**config.mk**
```make
export PLATFORM = sky130hd
export DESIGN_NAME = sd_spi_cmd_engine
export DESIGN_NICKNAME = d
export VERILOG_FILES = /design/src/rtl/sd_spi_cmd_engine.sv
export SDC_FILE = /design/constraint.sdc
export NUM_CORES = 1
export LEC_CHECK = 0
export CORE_UTILIZATION = 35
export DETAILED_ROUTE_END_ITERATION = 12
export SYNTH_ARGS = -nofsm -noshare
export SYNTH_HDL_FRONTEND = slang
export SYNTH_SLANG_ARGS = --single-unit
```
**constraint.sdc**
```tcl
create_clock -name clk -period 3.8 [get_ports clk]
set_input_delay 0.57 -clock clk [delete_from_list [all_inputs] [get_ports clk]]
set_output_delay 0.57 -clock clk [all_outputs]
set_load 0.03 [all_outputs]
```
**src/rtl/sd_spi_cmd_engine.sv**
```systemverilog
// SD SPI-mode command engine: frames one command with CRC7, polls for R1, optionally collects R3/R7 payload.
// Latency: (PRE_FILL + 6 + polls + [4] + POST_FILL) byte transfers, each transfer time + 1 cycle; resp_valid 1 cycle after last xfer_done.
// Backpressure: cmd_ready only in IDLE; byte chaining paced entirely by xfer_done from the SPI controller.
module sd_spi_cmd_engine #(
   parameter int PRE_FILL     = 1,
   parameter int POST_FILL    = 1,
   parameter int RESP_TIMEOUT = 8
) (
   input  logic        clk,
   input  logic        rst_n,
   input  logic        cmd_valid,
   output logic        cmd_ready,
   input  logic [5:0]  cmd_index,
   input  logic [31:0] cmd_arg,
   input  logic        resp_long,
   input  logic        keep_cs,
   input  logic        cs_release,
   output logic        resp_valid,
   output logic [7:0]  resp_r1,
   output logic [31:0] resp_data,
   output logic        resp_timeout,
   output logic        busy,
   output logic        cs_n,
   output logic        xfer_start,
   output logic [7:0]  xfer_tx,
   input  logic        xfer_done,
   input  logic [7:0]  xfer_rx
);

   typedef enum logic [2:0] {S_IDLE, S_PRE, S_CMD, S_POLL, S_PAYLOAD, S_POST} state_t;

   state_t      state, state_nxt, after_resp;
   logic        outst;
   logic        done_acc;
   logic        accept;
   logic [7:0]  cnt;
   logic [39:0] frame;
   logic [6:0]  crc, crc_nxt;
   logic        long_q, keep_q;

   // CRC7 (x^7 + x^3 + 1) advanced by one byte, MSB first
   function automatic logic [6:0] crc7_byte(input logic [6:0] c, input logic [7:0] b);
      logic [6:0] r;
      logic       fb;
      r = c;
      for (int i = 7; i >= 0; i--) begin
         fb = r[6] ^ b[i];
         r  = {r[5:0], 1'b0};
         if (fb) r = r ^ 7'h09;
      end
      return r;
   endfunction

   // Only a done that answers our own outstanding start is acted on
   assign done_acc  = xfer_done & outst;
   assign accept    = cmd_valid & (state == S_IDLE);
   assign cmd_ready = (state == S_IDLE);
   assign busy      = ~cmd_ready;
   assign crc_nxt   = crc7_byte(crc, xfer_tx);

   // State register
   always_ff @(posedge clk or negedge rst_n) begin
      if (!rst_n) state <= S_IDLE;
      else        state <= state_nxt;
   end

   // Next-state: each phase advances on the accepted done of its last byte
   always_comb begin
      state_nxt  = state;
      after_resp = (keep_q || POST_FILL == 0) ? S_IDLE : S_POST;
      case (state)
         S_IDLE:    if (accept) state_nxt = (PRE_FILL == 0) ? S_CMD : S_PRE;
         S_PRE:     if (done_acc && cnt == 8'(PRE_FILL - 1)) state_nxt = S_CMD;
         S_CMD:     if (done_acc && cnt == 8'd5) state_nxt = S_POLL;
         S_POLL: begin
            if (done_acc) begin
               if (!xfer_rx[7])                          state_nxt = long_q ? S_PAYLOAD : after_resp;
               else if (cnt == 8'(RESP_TIMEOUT - 1))     state_nxt = after_resp;
            end
         end
         S_PAYLOAD: if (done_acc && cnt == 8'd3) state_nxt = after_resp;
         S_POST:    if (done_acc && cnt == 8'(POST_FILL - 1)) state_nxt = S_IDLE;
         default:   state_nxt = S_IDLE;
      endcase
   end

   // Datapath: byte sequencing, CRC, response capture, chip select
   always_ff @(posedge clk or negedge rst_n) begin
      if (!rst_n) begin
         cs_n         <= 1'b1;
         xfer_start   <= 1'b0;
         xfer_tx      <= 8'hFF;
         outst        <= 1'b0;
         cnt          <= 8'd0;
         frame        <= 40'd0;
         crc          <= 7'd0;
         long_q       <= 1'b0;
         keep_q       <= 1'b0;
         resp_valid   <= 1'b0;
         resp_r1      <= 8'hFF;
         resp_data    <= 32'd0;
         resp_timeout <= 1'b0;
      end else begin
         xfer_start <= 1'b0;
         resp_valid <= 1'b0;

         if (xfer_start)    outst <= 1'b1;
         else if (done_acc) outst <= 1'b0;

         if (state_nxt != state) cnt <= 8'd0;
         else if (done_acc)      cnt <= cnt + 8'd1;

         // Next byte starts the cycle after the previous one finished
         if (done_acc && state_nxt != S_IDLE) xfer_start <= 1'b1;
         if (state != S_IDLE && state_nxt == S_IDLE) resp_valid <= 1'b1;

         // Response complete without keep_cs: deselect card before post-fill
         if ((state == S_POLL || state == S_PAYLOAD) &&
             (state_nxt == S_POST || state_nxt == S_IDLE) && !keep_q)
            cs_n <= 1'b1;

         case (state)
            S_IDLE: begin
               if (accept) begin
                  frame        <= {2'b01, cmd_index, cmd_arg};
                  long_q       <= resp_long;
                  keep_q       <= keep_cs;
                  crc          <= 7'd0;
                  resp_r1      <= 8'hFF;
                  resp_data    <= 32'd0;
                  resp_timeout <= 1'b0;
                  cs_n         <= 1'b0;
                  xfer_start   <= 1'b1;
                  xfer_tx      <= (PRE_FILL == 0) ? {2'b01, cmd_index} : 8'hFF;
               end else if (cs_release) begin
                  cs_n <= 1'b1;
               end
            end
            S_PRE: begin
               if (done_acc && state_nxt == S_CMD) xfer_tx <= frame[39:32];
            end
            S_CMD: begin
               if (done_acc) begin
                  if (cnt == 8'd5) begin
                     xfer_tx <= 8'hFF;
                  end else if (cnt == 8'd4) begin
                     crc     <= crc_nxt;
                     xfer_tx <= {crc_nxt, 1'b1};
                  end else begin
                     crc     <= crc_nxt;
                     frame   <= {frame[31:0], 8'h00};
                     xfer_tx <= frame[31:24];
                  end
               end
            end
            S_POLL: begin
               if (done_acc && !xfer_rx[7])          resp_r1      <= xfer_rx;
               else if (done_acc && state_nxt != S_POLL) resp_timeout <= 1'b1;
            end
            S_PAYLOAD: begin
               if (done_acc) resp_data <= {resp_data[23:0], xfer_rx};
            end
            default: ;
         endcase
      end
   end

endmodule

```
## After elaboration in Yosys (flattened, before gate mapping)

Cells that the tools add are included.
Widths: inputs -> output; s select.

- Add/subtract/negate cells: 1
- Equality and inequality tests: 22
- Multiplexer cells: 55
- Bitwise logic cells: 19
- Reductions and logical operators: 32

Operator list:

| operator | count |
|---|---|
| $mux 40 | 4 |
| $pmux 40 s2 | 1 |
| $mux 32 | 2 |
| $mux 8 | 8 |
| $pmux 32 s2 | 1 |
| $mux 4 | 8 |
| $mux 3 | 10 |
| $eq 8x3->1 const B | 3 |
| $pmux 8 s3 | 1 |
| $mux 7 | 3 |
| $pmux 3 s6 | 1 |
| $not 2->2 | 8 |
| $pmux 8 s2 | 1 |
| $pmux 7 s2 | 1 |
| $mux 1 | 13 |
| $ne 2x2->1 const B | 6 |
| $reduce_and 4->1 | 3 |
| $logic_and 1x1->1 | 10 |
| $reduce_bool 2->1 | 5 |
| $eq 3x2->1 const B | 3 |
| $eq 3x3->1 const B | 3 |
| $reduce_bool 3->1 | 3 |
| $add 8x1->8 const B | 1 |
| $eq 8x2->1 const B | 1 |
| other kinds (15) | 29 |

- Bits in registers: 113
- Input port bits: 53
- Output and inout port bits: 54
- Word-level logic and storage cells: 143

## Longest topological paths before layout

- Depth in word-level cells: 20
- Gate-level depth with buffers: 9
- Depth with buffers taken out: 8

## Least setup slack after synthesis

No wires, ideal clock.

- Path type: reg2reg
- Start: register cnt[5]
- End: register resp_timeout
- Arrival: 2.268 ns
- Required time: 3.722 ns
- Setup slack: 1.454 ns
- Cell stages (with the launch flop): 8
- Buffers on the path: 1
- Period minus slack after synthesis: 2.346 ns
- Cell sequence: dfrtp_1 -> or4_4 -> o32ai_2 -> a21oi_1 -> or3_1 -> buf_2 -> a2111o_1 -> a21oi_1

- Word-level cells in the longest chain between the ends: 9
- Elaborated cells between the ends (all ways): 19

Ends and longest elaborated chain:

| what | RTL line | source |
|---|---|---|
| start, declared | 36 | `logic [7:0] cnt;` |
| start signal, assigned | 111 | `else if (done_acc) cnt <= cnt + 8'd1;` |
| $eq 8x3->1 | 78 | `else if (cnt == 8'(RESP_TIMEOUT - 1)) state_nxt = after_resp;` |
| $mux 3 | 78 |  |
| $mux 3 | 77 | `if (!xfer_rx[7]) state_nxt = long_q ? S_PAYLOAD : after_resp;` |
| $mux 3 | 76 | `if (done_acc) begin` |
| $pmux 3 s6 (*) | 71 | `case (state)` |
| net state_nxt[0] | 32 | `state_t state, state_nxt, after_resp;` |
| $ne 3x2->1 (*) | 158 | `else if (done_acc && state_nxt != S_POLL) resp_timeout <= 1'b1;` |
| $logic_and 1x1->1 (*) | 158 |  |
| $ne 2x1->1 (no source line) (*) | n/a |  |
| $reduce_and 4->1 (no source line) (*) | n/a |  |
| end signal, assigned | 102 | `resp_timeout <= 1'b0;` |
| end signal, assigned | 131 | `resp_timeout <= 1'b0;` |
| end signal, assigned | 158 |  |
| end, declared | 21 | `output logic resp_timeout,` |

Mark *: on every way through the listed nets, which the timed path passes. The rest lies on a longest branch.
A chain may end at the register's enable or synchronous reset.

## Worst setup path after layout

- Start: register cnt[1]
- End: register frame[28]

- Word-level cells in the longest chain between the ends: 3
- Elaborated cells between the ends (all ways): 5

Ends and longest elaborated chain:

| what | RTL line | source |
|---|---|---|
| $eq 8x3->1, on equally long branches | 146, 144 |  |
| $ne 2x2->1 (no source line) | n/a |  |
| $reduce_and 5->1 (no source line) (*) | n/a |  |
| end signal, assigned | 125 | `frame <= {2'b01, cmd_index, cmd_arg};` |
| end signal, assigned | 151 | `frame <= {frame[31:0], 8'h00};` |
| end, declared | 37 | `logic [39:0] frame;` |

Every way passes the cells marked *; elsewhere a longest branch is shown, timed or not.

==> run_results.csv <==
group,metric,value,unit
cells_and_area,nets,733,
cts,cts_tree,"done",
detailed_routing,drt-wirelength-per-cell,14.55,um
run_status,status,"complete, no violations",
critical_path,endpoint_kind,"register",
sta,rsz0062_at_grt,"false",
synthesis,synth_xor_area_frac,0.04209,
cts,cts_resized,0,
sta,max_clock_freq,342.7,MHz
critical_path,crit_fanout,25,
critical_path,crit_required,4.06,ns
synthesis,synth_ff_type,"dfrtp_1",
sta,tightest_slew,0.9026,ns
critical_path,critPathLaunchType,"register",
synthesis,synth_top_family_by_area,"simple AND/OR/NAND/NOR gates",
job,cap_violations,0,
floorplan,core,14590,um2
cts,clk_path_buf_depth,2,
critical_path,reg2reg_to,"frame[28]",
sta,clock_skew,0.008822,ns
critical_path,r2r_cells,7,
critical_path,cp-startpoint,"cnt[1]",
floorplan,dieArea,15530,um2
floorplan,fp.dieW,124.6,um
grt,overflow,0,
critical_path,crit_family,"compound AO/OA/AOI/OAI gates",
detailed_routing,drt-initial-drc-count,296,
sta,slew_headroom,0.3969,
detailed_routing,ant_nets,0,
sta,report.final.slew_viol_count,0,
synthesis,synth_area,5261,um2
critical_path,slowest_delay,0.72,ns
cts,clk_pin_slew,0.05,ns
critical_path,worstPathArrival,3.18,ns
grt,grt_max_degree,114,
sta,fin_crit_sh,0.7678,
cells_and_area,fillCellCount,1358,
cts,cts-buffers-inserted,17,
detailed_routing,vias,4379,
cells_and_area,fin_area,7116,um2
place,place_hpwl,8934,um
place,portBuffers,106,
synthesis,synth_compound_area_frac,0.1596,
critical_path,slowest_stage,"o21ai_1",
synthesis,synth-simple-area-share,0.2026,
detailed_routing,wl,12720,um
min_path,hold_path.class,"input port to asynchronous set/reset pin",
grt,met2_usage,0.2610,
critical_path,path_class,"register to register",
grt,grt_pass1_vias,4283,
synthesis,syn_nets,633,
grt,grt_use_met1,0.2279,
cts,hold_buffers,0,
critical_path,r2r-start,"cnt[1]",
cts,cts_root_buf,"clkbuf_16",
floorplan,initial_core_util,0.3606,
synthesis,async_reset_ff_frac,1.000,
sta,finalSetupViolCount,0,
detailed_routing,dr.pass1.iters,6,
place,place_ws,0.7712,ns
floorplan,die_y,124.6,um
power,vdd_ir_drop_max,0.0003075,V
synthesis,yosysWarnings,0,
sta,fin_tns_setup,0,ns
grt,antenna_found_initial,0,
cells_and_area,drive_gt1_frac,0.08841,
synthesis,synthMuxAreaShare,0.01712,
synthesis,synthCells,577,
power,power_per_cell_area,405.1,nW/um2
sta,whs,0.1939,ns
grt,use_met3,0.05155,
grt,track_usage,0.1704,
cts,clock_latency,0.41,ns
synthesis,ys_types,48,
place,place_congestion,0.8026,
grt,grt_first_pass_wirelength,21140,um
floorplan,rows,44,
synthesis,synth_seq_area_share,0.5415,
synthesis,synth_seq_cells,113,
place,place_area,6534,um2
synthesis,syn_area_per_cell,9.118,um2
detailed_routing,drt-vias-per-instance,5.010,
synthesis,synth_edf_count,0,
critical_path,reg2reg_slack,0.88,ns
power,p_total,2.883,mW
cells_and_area,syn_to_final_growth,35.24,%
sta,min_period,2.918,ns
cts,htreeDepth,4,
synthesis,synth_fa_ha_area_frac,0.007134,
cells_and_area,diodes,0,
cts,cts.sinks,113,
sta,layout_setup_ws,0.8822,ns
floorplan,ios,107,
cts,post_cts_buffers,0,
detailed_routing,drc,0,
critical_path,critPathBufInv,1,
critical_path,path_cells,"inv_1 > ha_1 > nor4bb_1 > a21oi_1 > o21ai_1 > a21o_1 > o21ai_0",
sta,hold_viol_final,0,
grt,grt-busiest-layer,"met2",
power,p_leak,3.028,nW
[power by group]
part           internal (mW)  switching, mW
logic                 0.0722         0.0638
registers               1.21        0.00516
clock network           1.02          0.511
[cells in the mapped netlist, types with 8 or more instances]
cell | n | area [um2]
nand2_1 | 158 | 593.1
dfrtp_1 | 96 | 2402
o21ai_0 | 63 | 315.3
nor2_1 | 50 | 187.7
clkbuf_1 | 27 | 101.4
a31oi_1 | 24 | 150.1
dfstp_2 | 17 | 446.7
a22o_1 | 14 | 122.6
a21oi_1 | 12 | 60.06
xnor2_1 | 12 | 105.1
nor3_1 | 10 | 50.05
mux2i_1 | 9 | 90.09
inv_1 | 8 | 30.03
xor2_1 | 8 | 70.07
[metrics by stage]
| stage | std cells | utilization |
|---|---|---|
| after global routing | 874 | 0.4877 |
| final | 874 | 0.4877 |
| after floorplan | 577 | - |
| after global placement | 842 | 0.4479 |
| after CTS | 874 | 0.4877 |
| after detailed placement | 842 | 0.4479 |
[metal layers]
layer  routed length [um]  vias to the layer above  part of all wire
li1                     -                     2178                 -
met1                 6061                     2059              0.48
met2                 5907                      120              0.46
met3                  591                       22             0.046
met4                  155                        0             0.012
met5                    0                        -                 0
[how the worst max path moves through the flow]
stage | end | slack (ns) | depth (start not counted)
after floorplan | resp_timeout | 1.45 | 7
after global placement | resp_data[30] | 0.82 | 6
after detailed placement | resp_data[22] | 0.77 | 6
after CTS | frame[28] | 0.86 | 7
after global routing | frame[27] | 0.44 | 7
final | frame[28] | 0.88 | 7
[cells by family after synthesis]
family / count (synthesis)
buf+inv: 41
mux: 9
xor+xnor: 22
simple gates: 253
compound gates: 136
fa+ha+maj: 3
flops: 113
[area by class of cell]
| cell class | instances | area [um2] | area share |
|---|---|---|---|
| well taps | 184 | 230.2 | 0.03235 |
| repair buffers | 113 | 1136 | 0.1597 |
| flip-flops and latches | 113 | 2849 | 0.4004 |
| clock inverters | 4 | 45.04 | 0.006330 |
| clock buffers | 28 | 536.8 | 0.07544 |
| inverters | 9 | 33.78 | 0.004748 |
| multi-input cells | 423 | 2285 | 0.3211 |
[cell usage in the layout (no fill, tap or decap), types with 3 or more instances in the layout]
cell type,synthesis,routed
a21oi_1,12,10
inv_1,8,8
a211oi_1,6,6
buf_4,0,6
clkbuf_1,27,4
clkdlybuf4s50_1,0,105
nand4_1,5,5
xor2_1,8,8
xnor2_1,12,12
nor2_1,50,49
a31oi_1,24,24
nor3_1,10,9
o21ai_0,63,63
mux2i_1,9,9
clkbuf_8,0,7
nand2_1,158,158
ha_1,3,3
nor2b_1,3,3
a22o_1,14,14
dfstp_2,17,17
clkbuf_16,0,17
clkinv_2,0,3
and2_1,6,6
nand3_1,7,7
dfrtp_1,96,96
[registers in the layout, indices dropped and copies added, names as in the netlist]
name	count
frame	40
resp_data	32
cnt	8
resp_r1	8
xfer_tx	8
crc	7
state	3
cs_n	1
keep_q	1
long_q	1
outst	1
resp_timeout	1
resp_valid	1
xfer_start	1
Power figures use the tool's default switching activity.
